File: config.mk
export PLATFORM = sky130hd
export DESIGN_NAME = mem_stage
export DESIGN_NICKNAME = d
export VERILOG_FILES = /design/src/rtl/mem_pkg.sv /design/src/rtl/mem_wb_reg.sv /design/src/rtl/mem_stage.sv
export SDC_FILE = /design/constraint.sdc
export NUM_CORES = 1
export LEC_CHECK = 0
export BUFFER_PORTS_ARGS = -buffer_cell sky130_fd_sc_hd__buf_4
export CORE_AREA = 2 2 97 99
export CTS_BUF_LIST = sky130_fd_sc_hd__clkbuf_4
export DETAILED_ROUTE_END_ITERATION = 10
export DIE_AREA = 0 0 99 101
export PLACE_DENSITY = 0.78
export SETUP_SLACK_MARGIN = 0.1
export SLEW_MARGIN = 5
export SYNTH_ARGS = -nofsm -noshare
export SYNTH_HDL_FRONTEND = slang
export SYNTH_SLANG_ARGS = --single-unit
export TNS_END_PERCENT = 100
File: constraint.sdc
create_clock -name clk -period 2.1 [get_ports clk]
set_input_delay 0.42 -clock clk [delete_from_list [all_inputs] [get_ports clk]]
set_output_delay 0.42 -clock clk [all_outputs]
set_load 0.02 [all_outputs]
File: src/rtl/mem_pkg.sv
// Shared definitions for the memory stage: FSM states, byte-enable constants,
// default wait limit, the W-stage control bundle and byte-lane helpers.
// No ports; imported by mem_stage and mem_wb_reg.
package mem_pkg;

  typedef enum logic {
    S_IDLE = 1'b0,
    S_WAIT = 1'b1
  } state_t;

  localparam logic [3:0] BE_WORD      = 4'hF;
  localparam int         MAX_WAIT_DEF = 15;

  // Control fields that travel with an instruction from M into W.
  typedef struct packed {
    logic       reg_write;
    logic       mem_to_reg;
    logic       pc_src;
    logic [3:0] waddr;
  } wctl_t;

  // One-hot byte enable for a byte access at the given lane.
  function automatic logic [3:0] be_byte(input logic [1:0] lane);
    return 4'b0001 << lane;
  endfunction

  // Extract one byte lane from a 32-bit word.
  function automatic logic [7:0] lane_sel(input logic [31:0] w, input logic [1:0] lane);
    logic [7:0] b;
    case (lane)
      2'd0:    b = w[7:0];
      2'd1:    b = w[15:8];
      2'd2:    b = w[23:16];
      default: b = w[31:24];
    endcase
    return b;
  endfunction

endpackage

File: src/rtl/mem_wb_reg.sv
// M/W pipeline register; 1-cycle latency; bubble_i loads an empty instruction.
// Ports: clk/reset, bubble_i, ctl_i/alu_i (instruction in M), rdata_vld_i/rdata_i
// (load data capture), ctl_o/alu_o/rdata_o (instruction in W).
module mem_wb_reg
  import mem_pkg::*;
(
  input  logic        clk,
  input  logic        reset,
  input  logic        bubble_i,
  input  wctl_t       ctl_i,
  input  logic [31:0] alu_i,
  input  logic        rdata_vld_i,
  input  logic [31:0] rdata_i,
  output wctl_t       ctl_o,
  output logic [31:0] alu_o,
  output logic [31:0] rdata_o
);

  wctl_t       ctl_q;
  logic [31:0] alu_q;
  logic [31:0] rdata_q;

  always_ff @(posedge clk or negedge reset) begin
    if (!reset) begin
      ctl_q   <= '0;
      alu_q   <= '0;
      rdata_q <= '0;
    end else if (bubble_i) begin
      // Data fields are don't-care in a bubble; hold them.
      ctl_q <= '0;
    end else begin
      ctl_q <= ctl_i;
      alu_q <= alu_i;
      if (rdata_vld_i) begin
        rdata_q <= rdata_i;
      end
    end
  end

  assign ctl_o   = ctl_q;
  assign alu_o   = alu_q;
  assign rdata_o = rdata_q;

endmodule

File: src/rtl/mem_stage.sv
// Memory pipeline stage: issues data-memory accesses, waits for dmem_ack, aborts after MAX_WAIT.
// Latency: 1 cycle M->W with zero-wait ack; each cycle without ack adds one stall cycle.
// Backpressure: StallM freezes F/D/E and a bubble enters W until ack or timeout.
// Ports: execute-stage inputs (*M), dmem_* bus, StallM, BusErrM, writeback outputs (*W).
// Optional build macro MEM_STAGE_BYTE_EN adds ByteM for byte loads/stores.
module mem_stage
  import mem_pkg::*;
#(
  parameter int MAX_WAIT = MAX_WAIT_DEF
) (
  input  logic        clk,
  input  logic        reset,
  input  logic        RegWriteM,
  input  logic        MemtoRegM,
  input  logic        MemWriteM,
  input  logic        PCSrcM,
  input  logic [31:0] ALUResultM,
  input  logic [31:0] WriteDataM,
  input  logic [3:0]  WriteAddrM,
`ifdef MEM_STAGE_BYTE_EN
  input  logic        ByteM,
`endif
  output logic        dmem_req,
  output logic        dmem_we,
  output logic [31:0] dmem_addr,
  output logic [31:0] dmem_wdata,
  output logic [3:0]  dmem_be,
  input  logic        dmem_ack,
  input  logic [31:0] dmem_rdata,
  output logic        StallM,
  output logic        BusErrM,
  output logic        RegWriteW,
  output logic        MemtoRegW,
  output logic        PCSrcW,
  output logic [31:0] ReadDataW,
  output logic [31:0] ALUOutW,
  output logic [3:0]  WriteAddrW
);

  localparam int             CW      = $clog2(MAX_WAIT + 1);
  localparam logic [CW-1:0]  MAX_CNT = CW'(MAX_WAIT);

  state_t        state_q, state_d;
  logic [CW-1:0] cnt_q, cnt_d;

  logic        need;
  logic        ack_eff;
  logic        timeout;
  logic [31:0] load_data;
  wctl_t       ctl_m;
  wctl_t       ctl_w;

  assign need = MemtoRegM | MemWriteM;

  // Request is held for the whole WAIT state, including the timeout cycle, so a
  // late ack in that cycle is still seen and wins over the abort.
  assign dmem_req = reset & (((state_q == S_IDLE) & need) | (state_q == S_WAIT));
  assign ack_eff  = dmem_req & dmem_ack;

  // cnt_q counts cycles already stalled for this access, so the timeout cycle
  // comes after exactly MAX_WAIT stall cycles.
  assign timeout  = (state_q == S_WAIT) & (cnt_q == MAX_CNT) & ~ack_eff;

  assign StallM   = reset & (need | (state_q == S_WAIT)) & ~ack_eff & ~timeout;
  assign BusErrM  = reset & timeout;
  assign dmem_we  = MemWriteM;

  // Addresses are always word-aligned; byte selection goes through dmem_be.
  assign dmem_addr = {ALUResultM[31:2], 2'b00};

`ifdef MEM_STAGE_BYTE_EN
  assign dmem_be    = ByteM ? be_byte(ALUResultM[1:0]) : BE_WORD;
  assign dmem_wdata = ByteM ? {4{WriteDataM[7:0]}} : WriteDataM;
  assign load_data  = ByteM ? {24'h0, lane_sel(dmem_rdata, ALUResultM[1:0])} : dmem_rdata;
`else
  assign dmem_be    = BE_WORD;
  assign dmem_wdata = WriteDataM;
  assign load_data  = dmem_rdata;
`endif

  always_comb begin
    state_d = state_q;
    cnt_d   = cnt_q;
    case (state_q)
      S_IDLE: begin
        if (need && !ack_eff) begin
          state_d = S_WAIT;
          cnt_d   = CW'(1);
        end
      end
      S_WAIT: begin
        if (ack_eff || timeout) begin
          state_d = S_IDLE;
          cnt_d   = '0;
        end else if (cnt_q != MAX_CNT) begin
          cnt_d = cnt_q + 1'b1;
        end
      end
      default: begin
        state_d = S_IDLE;
        cnt_d   = '0;
      end
    endcase
  end

  always_ff @(posedge clk or negedge reset) begin
    if (!reset) begin
      state_q <= S_IDLE;
      cnt_q   <= '0;
    end else begin
      state_q <= state_d;
      cnt_q   <= cnt_d;
    end
  end

  // An aborted access retires without writing the register file.
  always_comb begin
    ctl_m            = '0;
    ctl_m.reg_write  = RegWriteM & ~timeout;
    ctl_m.mem_to_reg = MemtoRegM;
    ctl_m.pc_src     = PCSrcM;
    ctl_m.waddr      = WriteAddrM;
  end

  mem_wb_reg u_mem_wb_reg (
    .clk         (clk),
    .reset       (reset),
    .bubble_i    (StallM),
    .ctl_i       (ctl_m),
    .alu_i       (ALUResultM),
    .rdata_vld_i (ack_eff | timeout),
    .rdata_i     (timeout ? 32'h0 : load_data),
    .ctl_o       (ctl_w),
    .alu_o       (ALUOutW),
    .rdata_o     (ReadDataW)
  );

  assign RegWriteW  = ctl_w.reg_write;
  assign MemtoRegW  = ctl_w.mem_to_reg;
  assign PCSrcW     = ctl_w.pc_src;
  assign WriteAddrW = ctl_w.waddr;

endmodule

After elaboration in Yosys (flattened, before gate mapping) --
Cells that the tools add are included.
Word-level totals: register bits 76, word-level logic and storage cells 45
Cells by class: add/subtract/negate cells 1, equality and inequality tests 4, muxes and demuxes 9, bitwise operators 18, reduce and logical (&&, ||, !) cells 5
Operator list (number):
- $mux W32 | 1
- $mux W4 | 3
- $and A1 B1 Y1 | 10
- $pmux W4 S2 | 1
- $mux W7 | 1
- $add A4 B1 Y4 const B | 1
- $eq A4 B4 Y1 const B | 1
- $ne A4 B4 Y1 const B | 1
- $not A1 Y1 | 4
- $or A1 B1 Y1 | 4
- $reduce_and A2 Y1 | 2
- $ne A3 B1 Y1 const B | 1
- $mux W1 | 2
- $ne A2 B1 Y1 const B | 1
- $pmux W1 S2 | 1
- $logic_and A1 B1 Y1 | 1
- $logic_not A1 Y1 | 1
- $logic_or A1 B1 Y1 | 1

Depth between registers and ports, before layout --
Gate-level depths: netlist of the first run.
depth in word-level cells 11, depth in mapped cells 6

Hierarchy --
A second synthesis of the first run with hierarchy kept.
Second synthesis, totals: cells, all modules 287, area total of the unflattened synthesis 3842.4 um^2
Modules (own cells, without submodules):
- mem_wb_reg | times used 1, cells an instance 151, area an instance 2721.4 um^2, seq. area each 1776.7 um^2
- mem_stage | times used 1, cells an instance 136, area an instance 1121.1 um^2, seq. area each 125.1 um^2

Worst setup path after synthesis of the first run --
Ideal clock, no wire load.
path kind register -> output, start register state_q, end output BusErrM, data arrival time 1566 ps, required time 1680 ps, setup slack 114 ps, cell stages (with the launch flop) 6, buffers on the path 3, cells stage by stage dfrtp_1 buf_6 o311a_1 buf_2 clkbuf_1 nor2_1
On the way: cells in the longest elaborated chain, start to end 8, elaborated cells on any way between the ends 9, those cells by class bitwise: 9
RTL lines:
- start: declaration | line mem_stage.sv:43 | state_t state_q, state_d;
- start signal: assignment | line mem_stage.sv:111 | state_q <= state_d;
- $not A1 Y1
- $and A1 B1 Y1 | line mem_stage.sv:57 | assign dmem_req = reset & (((state_q == S_IDLE) & need) | (state_q == S_WAIT));
- $or A1 B1 Y1 | line mem_stage.sv:57
- $and A1 B1 Y1 | line mem_stage.sv:57
- $and A1 B1 Y1 | line mem_stage.sv:58 | assign ack_eff = dmem_req & dmem_ack;
- $not A1 Y1 | line mem_stage.sv:62 | assign timeout = (state_q == S_WAIT) & (cnt_q == MAX_CNT) & ~ack_eff;
- $and A1 B1 Y1 * | line mem_stage.sv:62
- $and A1 B1 Y1 * | line mem_stage.sv:65 | assign BusErrM = reset & timeout;
- end: declaration | line mem_stage.sv:31 | output logic BusErrM,
Mark *: on every way between the ends. The rest lies on a longest branch, timed or not.

Worst setup path in the final report of the first run --
start register cnt_q[0], end output StallM
On the way: cells in the longest elaborated chain, start to end 5
RTL lines:
- start: declaration | line mem_stage.sv:44 | logic [CW-1:0] cnt_q, cnt_d;
- start signal: assignment | line mem_stage.sv:112 | cnt_q <= cnt_d;
- $eq A4 B4 Y1 | line mem_stage.sv:62
- $and A1 B1 Y1 (2 in series) | line mem_stage.sv:62
- $not A1 Y1 | line mem_stage.sv:64 | assign StallM = reset & (need | (state_q == S_WAIT)) & ~ack_eff & ~timeout;
- $and A1 B1 Y1 | line mem_stage.sv:64
- end: declaration | line mem_stage.sv:30 | output logic StallM,
No other way between the ends.

==> flow_metrics.py, run 1 <==
metrics = {
    "yosys": {
        "synth-seq-cells": 76,
        "synth-edff-count": 0,
        "synth.cells.most_frequent": "sky130_fd_sc_hd__dfrtp_1, sky130_fd_sc_hd__buf_4, sky130_fd_sc_hd__nand2_1",
        "synthesis_warning_total": 0,
        "post-synth-top-area-fraction_pct": 53.5,
        "synth_area_um2": 3550,
        "synthTopCellsByArea": "sky130_fd_sc_hd__dfrtp_1, sky130_fd_sc_hd__buf_4, sky130_fd_sc_hd__nand2_1",
        "netlist_instances": 323,
        "ys_async_sr_fraction_pct": 100,
        "synth.distinct_cells": 31,
        "sequential_area_share_after_synthesis_pct": 53.5,
        "synth.avg_cell_area_um2": 11.0,
        "most_frequently_used_cell_type_in_the_post_synthesis_netlist": "sky130_fd_sc_hd__dfrtp_1",
        "synth.largest_area_cell": "sky130_fd_sc_hd__dfrtp_1",
        "dominantRegCellSynth": "sky130_fd_sc_hd__dfrtp_1",
    },
    "final_layout": {
        "layout-drive-gt1-share_pct": 54.5,
        "regArea_um2": 1900,
        "final_nets": 556,
        "n_antenna_cell": 0,
        "syn2layout_area_growth_pct": 33.8,
        "fin_util_pct": 53.0,
        "filler_cells": 784,
        "multi_input_comb_area_um2": 1060,
    },
    "sta": {
        "postLayoutSetupSlackWorst_ps": -10.8,
        "worst_hold_slack_ps": 81.4,
        "timing_worst_slew_pin_value_ps": 521,
        "achievable-frequency_mhz": 474,
        "report.final.hold_viol_count": 0,
        "setup-violations-final": 1,
        "final_critical_path_required_period_ps": 2110,
        "rsz_0062_raised_after_global_routing": "yes",
        "worst_skew_ps": 18.4,
        "timing.max_slew.rel_slack_pct": 65.2,
        "share_of_the_clock_period_used_by_the_worst_path_after_layout_pct": 101,
        "report.final.slew_viol_count": 0,
    },
    "placement": {
        "port_buffers": 179,
        "place.gp.congestion": 0.839,
        "dp.final_hpwl_um": 6350,
    },
    "floorplanning": {
        "initial_cell_density_of_the_core_pct": 39.6,
        "chipWidth_um": 99,
        "rows": 35,
        "floorplan.die_area_um2": 10000,
        "die_h_um": 101,
        "floorplan.core_area_um2": 8980,
        "pin_count": 250,
    },
    "critical_path": {
        "critical_path.reg2reg.endpoint": "u_mem_wb_reg.alu_o[16]",
        "worst-r2r-cell-count": 7,
        "timing.critical_path.to_type": "output pin",
        "critPathMaxFanout": 4,
        "worst-setup-path-type": "reg2out",
        "worst-endpoint-required_ps": 1680,
        "cp.arrival_ps": 1690,
        "timing.critical_path.from": "cnt_q[0]",
        "crit_path_start_kind": "flip-flop",
        "worst_r2r_setup_slack_ps": 110,
        "critical_path.reg2reg.startpoint": "cnt_q[0]",
        "cp-endpoint": "StallM",
    },
    "run_status": {
        "run_status": "complete, but fails checks",
        "failed_checks": "setup timing",
    },
    "route": {
        "detail_route.drc_violations": 0,
        "number_of_iterations_in_the_first_detailed_routing_pass": 4,
        "detailedRoute.firstIterationViolations": 99,
        "drt-vias-per-instance": 4.73,
        "postRouteAntennaNets": 0,
        "finalWirelength_um": 8370,
        "route.detailed.wl_per_inst_um": 14.9,
        "num_vias": 2656,
    },
    "cts": {
        "cts-buffers-inserted": 9,
        "max-clock-path-buffers": 2,
        "tritoncts_clock_tree": "yes",
        "worstSkewPairLatency_ps": 400,
        "cts_max_level": 3,
        "cts.sink_count": 76,
        "cts_root_buf": "sky130_fd_sc_hd__clkbuf_4",
        "clk_pin_slew_ps": 120,
    },
    "run": {
        "maxCapViolCount": 0,
    },
    "global_routing": {
        "grt_start_max_net_pins": 62,
        "grt.overflow.total": 0,
        "number_of_global_route_vias_before_repair": 2617,
        "first_pass_grt_wire_length_um": 12700,
        "antenna_found_initial": 0,
        "groute.usage.overall_pct": 16.2,
    },
    "power_and_ir_drop": {
        "power_leakage_nw": 2.44,
        "cellPowerDensity_nw_per_um2": 812,
        "vdd_ir_drop_max_mv": 0.361,
    },
    "hold_path": {
        "hold_path_class": "in2async",
    },
}
## power by group
group	switching [mW]	total, mW	internal, mW
logic	0.531	1.03	0.499
clock network	0.478	1.07	0.589
registers	0.121	1.77	1.64
## worst max-delay path: stages (launching register included)
cell and delay [ps]:
sky130_fd_sc_hd__dfrtp_1 420, sky130_fd_sc_hd__ha_2 200, sky130_fd_sc_hd__and4_4 150, sky130_fd_sc_hd__or3_4 350, sky130_fd_sc_hd__inv_2 60, sky130_fd_sc_hd__buf_6 110
## repair_timing
item / CTS / global route
setup buffers: 7 / 1
setup endpoints to repair: 3 / 18
gates cloned: 0 / 0
hold buffers: 1 / 0
pin swaps: 4 / 3
hold endpoints to repair: 4 / 0
resized for setup: 8 / 2
## registers in the layout, summed over array words and instances (netlist names)
name                  cells
u_mem_wb_reg.alu_o       32
u_mem_wb_reg.rdata_o     32
state_q                   1
cnt_q                     4
u_mem_wb_reg.ctl_o        7
## worst min-delay path by stage
stage           from                  endpoint  slack [ps]  cells after the start
2_1_floorplan  reset                  cnt_q[0]         120                      0
3_3_place_gp   reset                  cnt_q[3]         230                      1
3_5_place_dp   reset                  cnt_q[3]         230                      1
4_1_cts        reset     u_mem_wb_reg.ctl_o[5]          60                      2
5_1_grt        reset     u_mem_wb_reg.ctl_o[5]          90                      2
6_report       reset  u_mem_wb_reg.rdata_o[10]          80                      2
## cell type report
cell class	instances	area share [%]
tap	111	2.92
sequential	76	40.0
timing repair buffer	194	31.1
clock buffer	9	1.42
inverter	2	0.158
clock inverter	5	2.16
multi-input combinational	165	22.3
## cell families after synthesis
| kind of cell | share of synthesized area [%] |
|---|---|
| AND/OR/NAND/NOR | 9.72 |
| AO/OA/AOI/OAI | 6.80 |
| adder cells (fa/ha/maj) | 0.352 |
| flip-flops | 53.5 |
| multiplexers | 11.6 |
| other | 0.211 |
| buffers and inverters | 17.3 |
| XOR/XNOR | 0.493 |
## through the flow
stage	std cells	setup TNS, ps	instance area (um^2)	setup slack (ps)	total power [mW]
floorplan	327	0	3570	114	2.42
global placement	540	0	4500	182	2.77
detailed placement	540	0	4500	128	2.80
CTS	562	-166	4750	-110	3.91
global route	562	-155	4760	-111	4.07
finish	562	-10.8	4760	-10.8	3.86
## metal layers
metal  up-vias  wire (um)  global-route usage (%)
met4         0        183                    6.64
met2       159       4180                    28.0
met5         -          0                       0
met3        24        792                    5.34
li1       1233          -                       -
met1      1240       3210                    18.6
## cells in the final DEF, fill, tap and decap left out, drive strengths merged, types with 2 or more instances in the layout
cell / instances
a21oi: 2
buf: 193
inv: 2
nor2: 4
bufinv: 3
clkbuf: 9
mux2: 32
nand2: 66
and2: 5
dfrtp: 76
conb: 6
o21ai: 32
or3: 2
a32o: 2
Power figures use the tool's default switching activity.
==> run 2: changes to the inputs <==
- CORE_AREA: 2 2 97 99 -> not set
- CORE_ASPECT_RATIO: not set -> 0.5
- CORE_MARGIN: not set -> 1
- CORE_UTILIZATION: not set -> 43
- DIE_AREA: 0 0 99 101 -> not set
- PLACE_DENSITY: 0.78 -> 0.83
==> run 2 against run 1 <==
The flow finishes with violations (DRC). Sequential power hardly changed. Combinational power hardly changed. Total power shrank 8.3%. Clock-buffer cell count is 3 higher. Core utilization grew 5.9 points. Critical path type unchanged. Via count fell by 1.5%. Wire length is 3.3% lower. Sequential share of layout area rose by 0.36 points.
==> flow_metrics.py, run 2 (synthesis results as in run 1) <==
metrics = {
    "final_layout": {
        "multi_input_comb_area_um2": 1060,
        "regArea_um2": 1900,
        "layout.cells.most_common": "sky130_fd_sc_hd__buf_4",
        "final_nets": 558,
        "layout-drive-gt1-share_pct": 54.7,
        "n_antenna_cell": 0,
        "layout_common_cells": "sky130_fd_sc_hd__buf_4, sky130_fd_sc_hd__dfrtp_1, sky130_fd_sc_hd__nand2_1, sky130_fd_sc_hd__o21ai_0, sky130_fd_sc_hd__mux2_2",
        "finish.instance_area_um2": 4710,
        "filler_cells": 699,
        "syn2layout_area_growth_pct": 32.6,
    },
    "critical_path": {
        "timing.critical_path.to_type": "output pin",
        "cp.arrival_ps": 1640,
        "critPathMaxFanout": 2,
        "worst-setup-path-type": "reg2out",
        "crit_path_max_incr_delay_ps": 400,
        "worst_r2r_setup_slack_ps": 170,
        "critical_path.reg2reg.startpoint": "state_q",
        "crit_path_start_kind": "flip-flop",
        "worst-r2r-cell-count": 5,
        "worst_path_max_delay_cell": "sky130_fd_sc_hd__dfrtp_1",
        "critical_path.reg2reg.endpoint": "u_mem_wb_reg.alu_o[31]",
        "critical_path.cell_chain": "ha_2 -> and4_4 -> or3_4 -> inv_2 -> buf_6",
        "worst-endpoint-required_ps": 1680,
    },
    "cts": {
        "cts_root_buf": "sky130_fd_sc_hd__clkbuf_4",
        "hold_buffers": 0,
        "cts_max_level": 3,
        "clk_pin_slew_ps": 120,
        "worstSkewPairLatency_ps": 410,
        "cts-buffers-inserted": 9,
        "max-clock-path-buffers": 2,
        "cts.sink_count": 76,
        "tritoncts_clock_tree": "yes",
    },
    "placement": {
        "port_buffers": 179,
        "place.gp.congestion": 0.775,
        "placed_cell_area_um2": 4530,
        "dp.final_hpwl_um": 5940,
    },
    "global_routing": {
        "groute.usage.overall_pct": 18.5,
        "grt_start_max_net_pins": 38,
        "antenna_found_initial": 0,
        "first_pass_grt_wire_length_um": 11800,
        "grt.overflow.total": 0,
        "number_of_global_route_vias_before_repair": 2356,
    },
    "floorplanning": {
        "floorplan.die_area_um2": 8650,
        "die_h_um": 66.3,
        "rows": 23,
        "floorplan.core_area_um2": 8000,
        "chipWidth_um": 131,
        "pin_count": 250,
        "initial_cell_density_of_the_core_pct": 44.4,
    },
    "hold_path": {
        "hold_path_class": "in2async",
    },
    "route": {
        "detailedRoute.firstIterationViolations": 111,
        "detail_route.drc_violations": 1,
        "num_vias": 2615,
        "number_of_iterations_in_the_first_detailed_routing_pass": 7,
        "postRouteAntennaNets": 0,
        "finalWirelength_um": 8090,
        "drt-vias-per-instance": 4.61,
        "route.detailed.wl_per_inst_um": 14.3,
    },
    "run": {
        "maxCapViolCount": 0,
    },
    "sta": {
        "report.final.hold_viol_count": 0,
        "worst_hold_slack_ps": 41.7,
        "rsz_0062_raised_after_global_routing": "yes",
        "worst_skew_ps": 21.7,
        "final_critical_path_required_period_ps": 2060,
        "achievable-frequency_mhz": 485,
        "share_of_the_clock_period_used_by_the_worst_path_after_layout_pct": 98.2,
        "setup-violations-final": 0,
        "report.final.slew_viol_count": 0,
    },
    "run_status": {
        "failed_checks": "DRC",
        "run_status": "complete, but fails checks",
    },
    "power_and_ir_drop": {
        "vdd_ir_drop_max_mv": 0.313,
        "power_leakage_nw": 2.43,
        "cellPowerDensity_nw_per_um2": 751,
    },
}
run 2: cell types whose count changed in the layout (fill, tap and decap cells not counted):
cell,change
sky130_fd_sc_hd__buf_6,-2
sky130_fd_sc_hd__buf_12,+1
sky130_fd_sc_hd__bufinv_16,-3
sky130_fd_sc_hd__buf_4,+4
sky130_fd_sc_hd__dlygate4sd3_1,-1
sky130_fd_sc_hd__nor2_2,+1
sky130_fd_sc_hd__clkinvlp_4,-1
sky130_fd_sc_hd__nor2_1,-1
sky130_fd_sc_hd__clkbuf_4,+3
sky130_fd_sc_hd__clkinv_1,+3
run 2: cell type report:
class	count	area share, %
inverters	2	0.159
clock buffers	12	1.91
repair buffers	196	31.7
well taps	112	2.97
flip-flops and latches	76	40.4
multi-input cells	165	22.5
clock inverters	4	0.345
run 2: power by group:
| group | switching, mW | total, mW | internal, mW |
|---|---|---|---|
| combinational | 0.540 | 1.05 | 0.509 |
| sequential | 0.113 | 1.76 | 1.64 |
| clock | 0.463 | 0.735 | 0.272 |
| total | 1.12 | 3.54 | 2.42 |
run 2: worst max-delay path: cells and delay by family (launching register included):
kind / cells / cell delay (ps)
simple gates: 2 / 490
flops: 1 / 400
fa+ha+maj: 1 / 190
buf+inv: 2 / 160
run 2: metrics by stage:
step / worst slack, ps / cells / utilization, % / TNS [ps] / power (mW)
after floorplan: 114 / 327 / - / 0 / 2.42
after detailed placement: 175 / 543 / 56.6 / 0 / 2.80
after CTS: -55.1 / 566 / 58.8 / -55.1 / 3.57
after global placement: 210 / 543 / 56.6 / 0 / 2.76
after global routing: -51.2 / 567 / 58.9 / -51.2 / 3.77
final: 37.1 / 567 / 58.9 / 0 / 3.54
run 2: worst max-delay path by stage:
stage,startpoint,to,slack (ps),cells after the start
6_report,cnt_q[1],StallM,40,5
5_1_grt,cnt_q[1],StallM,-50,5
4_1_cts,cnt_q[1],StallM,-60,5
3_5_place_dp,cnt_q[0],u_mem_wb_reg.alu_o[20],180,5
3_3_place_gp,cnt_q[0],u_mem_wb_reg.alu_o[23],210,5
2_1_floorplan,state_q,BusErrM,110,5
run 2: repair_timing:
action                                  CTS  global route
gates resized for setup                   8             0
endpoints found under the setup margin    3             3
buffers inserted                          7             1
pin swaps                                 4             2
run 2: metal layers:
layer	vias up	routed length, um	global-route usage (%)
li1	1239	-	-
met1	1262	3030	20.8
met2	98	4460	32.9
met3	16	479	5.91
met4	0	111	7.47
met5	-	0	0
==> run 3: changes to the inputs <==
- CAP_MARGIN: not set -> 0
- CORE_UTILIZATION: 43 -> 38
- PLACE_DENSITY: 0.83 -> 0.78
- clock period: 2.1 -> 1.7 ns (I/O delays scaled with it)
==> run 3 against run 2 <==
The flow finishes with violations (DRC, setup timing). Largest cell class unchanged. Largest power group unchanged. Highest routed layer unchanged. Final cell count grew 3.4%. Critical endpoint is now u_mem_wb_reg.alu_o[24]. Combinational power grew 34%. Sequential power grew 23%.
==> flow_metrics.py, run 3 (synthesis results as in run 1) <==
metrics = {
    "run_status": {
        "run_status": "complete, but fails checks",
        "failed_checks": "DRC, setup timing",
    },
    "sta": {
        "timing_worst_slew_pin_value_ps": 509,
        "setup-violations-final": 38,
        "report.final.hold_viol_count": 0,
        "share_of_the_clock_period_used_by_the_worst_path_after_layout_pct": 126,
        "timing.max_slew.rel_slack_pct": 66.0,
        "postLayoutSetupSlackWorst_ps": -435,
        "rsz_0062_raised_after_global_routing": "yes",
        "achievable-frequency_mhz": 468,
        "report.final.slew_viol_count": 0,
        "final_critical_path_required_period_ps": 2130,
        "worst_hold_slack_ps": 115,
        "worst_skew_ps": 11.3,
    },
    "cts": {
        "worstSkewPairLatency_ps": 420,
        "tritoncts_clock_tree": "yes",
        "cts-buffers-inserted": 9,
        "hold_buffers": 0,
        "cts_root_buf": "sky130_fd_sc_hd__clkbuf_4",
        "max-clock-path-buffers": 2,
        "cts.sink_count": 76,
        "cts_max_level": 3,
        "clk_pin_slew_ps": 120,
    },
    "critical_path": {
        "crit_path_max_incr_delay_ps": 400,
        "critical_path.top_delay_family": "buffers and inverters",
        "critical_path.cell_chain": "ha_2 -> and4_4 -> or3_4 -> buf_4 -> buf_6 -> buf_8 -> bufbuf_16 -> mux2_4",
        "cp.arrival_ps": 2440,
        "critical_path.reg2reg.endpoint": "u_mem_wb_reg.alu_o[24]",
        "worst-r2r-cell-count": 8,
        "worst_path_max_delay_cell": "sky130_fd_sc_hd__dfrtp_1",
        "critical_path.reg2reg.startpoint": "cnt_q[1]",
        "worst-endpoint-required_ps": 2010,
        "cp.buffers_inverters": 4,
        "timing.critical_path.to_type": "flip-flop",
        "critPathMaxFanout": 6,
        "worst_r2r_setup_slack_ps": -430,
        "worst-setup-path-type": "reg2reg",
        "crit_path_start_kind": "flip-flop",
    },
    "global_routing": {
        "grt.overflow.total": 0,
        "grt_start_max_net_pins": 51,
        "number_of_global_route_vias_before_repair": 2761,
        "first_pass_grt_wire_length_um": 14000,
        "antenna_found_initial": 0,
        "groute.usage.overall_pct": 18.8,
    },
    "final_layout": {
        "layout-drive-gt1-share_pct": 56.7,
        "n_antenna_cell": 0,
        "multi_input_comb_area_um2": 1100,
        "fin_util_pct": 56.4,
        "layout.cells.most_common": "sky130_fd_sc_hd__buf_4",
        "filler_cells": 744,
        "layout_common_cells": "sky130_fd_sc_hd__buf_4, sky130_fd_sc_hd__dfrtp_1, sky130_fd_sc_hd__nand2_1, sky130_fd_sc_hd__o21ai_0, sky130_fd_sc_hd__mux2_2",
        "final_nets": 572,
        "regArea_um2": 1900,
        "syn2layout_area_growth_pct": 41.1,
    },
    "hold_path": {
        "hold_path.startpoint": "dmem_rdata[6]",
        "holdPathEnd": "u_mem_wb_reg.rdata_o[6]",
        "hold_path_class": "in2reg",
        "min_delay_path_depth": 3,
    },
    "placement": {
        "dp.final_hpwl_um": 6440,
        "place.gp.congestion": 0.773,
        "port_buffers": 179,
    },
    "power_and_ir_drop": {
        "power_leakage_nw": 2.59,
        "p_total_mw": 4.49,
        "cellPowerDensity_nw_per_um2": 896,
        "vdd_ir_drop_max_mv": 0.337,
    },
    "floorplanning": {
        "chipWidth_um": 139,
        "floorplan.core_area_um2": 8890,
        "floorplan.die_area_um2": 9770,
        "rows": 24,
        "pin_count": 250,
        "initial_cell_density_of_the_core_pct": 40.0,
        "die_h_um": 70.4,
    },
    "route": {
        "detailedRoute.firstIterationViolations": 104,
        "postRouteAntennaNets": 0,
        "drt-vias-per-instance": 4.62,
        "detail_route.drc_violations": 12,
        "number_of_iterations_in_the_first_detailed_routing_pass": 9,
        "finalWirelength_um": 8950,
        "num_vias": 2707,
        "route.detailed.wl_per_inst_um": 15.3,
    },
    "run": {
        "maxCapViolCount": 0,
    },
}
==> run 3: changes by cell type in the layout (fill, tap and decap cells not counted), moves of 2 or more <==
cell | before | now
sky130_fd_sc_hd__buf_12 | 1 | 4
sky130_fd_sc_hd__bufbuf_16 | 0 | 3
sky130_fd_sc_hd__buf_4 | 192 | 196
sky130_fd_sc_hd__buf_6 | 3 | 5
==> run 3: per-stage QoR <==
stage | instance area [um^2] | worst slack [ps] | cells | TNS, ps
5_1_grt | 5010 | -510 | 586 | -15820
3_3_place_gp | 4660 | -1.34 | 559 | -1.34
2_1_floorplan | 3590 | -50.9 | 327 | -762
4_1_cts | 4990 | -470 | 585 | -10220
3_5_place_dp | 4660 | -30.7 | 559 | -561
6_report | 5010 | -435 | 586 | -13370
==> run 3: worst max-delay path by stage <==
stage,from,cells past startpoint,end
after floorplan,cnt_q[0],6,u_mem_wb_reg.alu_o[14]
after global placement,cnt_q[1],6,StallM
after detailed placement,MemWriteM,5,u_mem_wb_reg.alu_o[1]
after CTS,cnt_q[0],6,StallM
after global routing,cnt_q[0],6,StallM
final,cnt_q[1],8,u_mem_wb_reg.alu_o[24]
==> run 3: worst register-to-register path, delay by kind of cell (launching register included) <==
family,cells,cell delay (ps)
flops,1,400
simple gates,2,490
mux,1,290
fa+ha+maj,1,200
buf+inv,4,660
==> run 3: layout make-up <==
class | count | share of cell area, %
multi-input combinational | 165 | 21.9
clock buffer | 12 | 1.80
sequential | 76 | 38.0
clock inverter | 4 | 0.324
tap | 117 | 2.92
timing repair buffer | 210 | 34.9
inverter | 2 | 0.250
==> run 3: repair_timing <==
| action | in CTS | in global routing |
|---|---|---|
| buffers inserted | 6 | 1 |
| cloned | 4 | 0 |
| setup endpoints to repair | 36 | 42 |
| resized for setup | 15 | 5 |
| pin swaps | 4 | 0 |
==> run 3: power by group <==
| part | switching [mW] | internal (mW) | leakage (nW) |
|---|---|---|---|
| logic | 0.704 | 0.710 | 1.61 |
| clock network | 0.589 | 0.335 | 0.0638 |
| registers | 0.125 | 2.03 | 0.915 |
| total | 1.42 | 3.08 | 2.59 |
==> run 3: metal layers <==
layer,part of all wire [%],GRT usage (%),up-vias
met5,0,0,-
met1,36,20.2,1319
met4,2.8,9.26,0
met2,55,34.9,80
li1,-,-,1275
met3,6.1,5.08,33
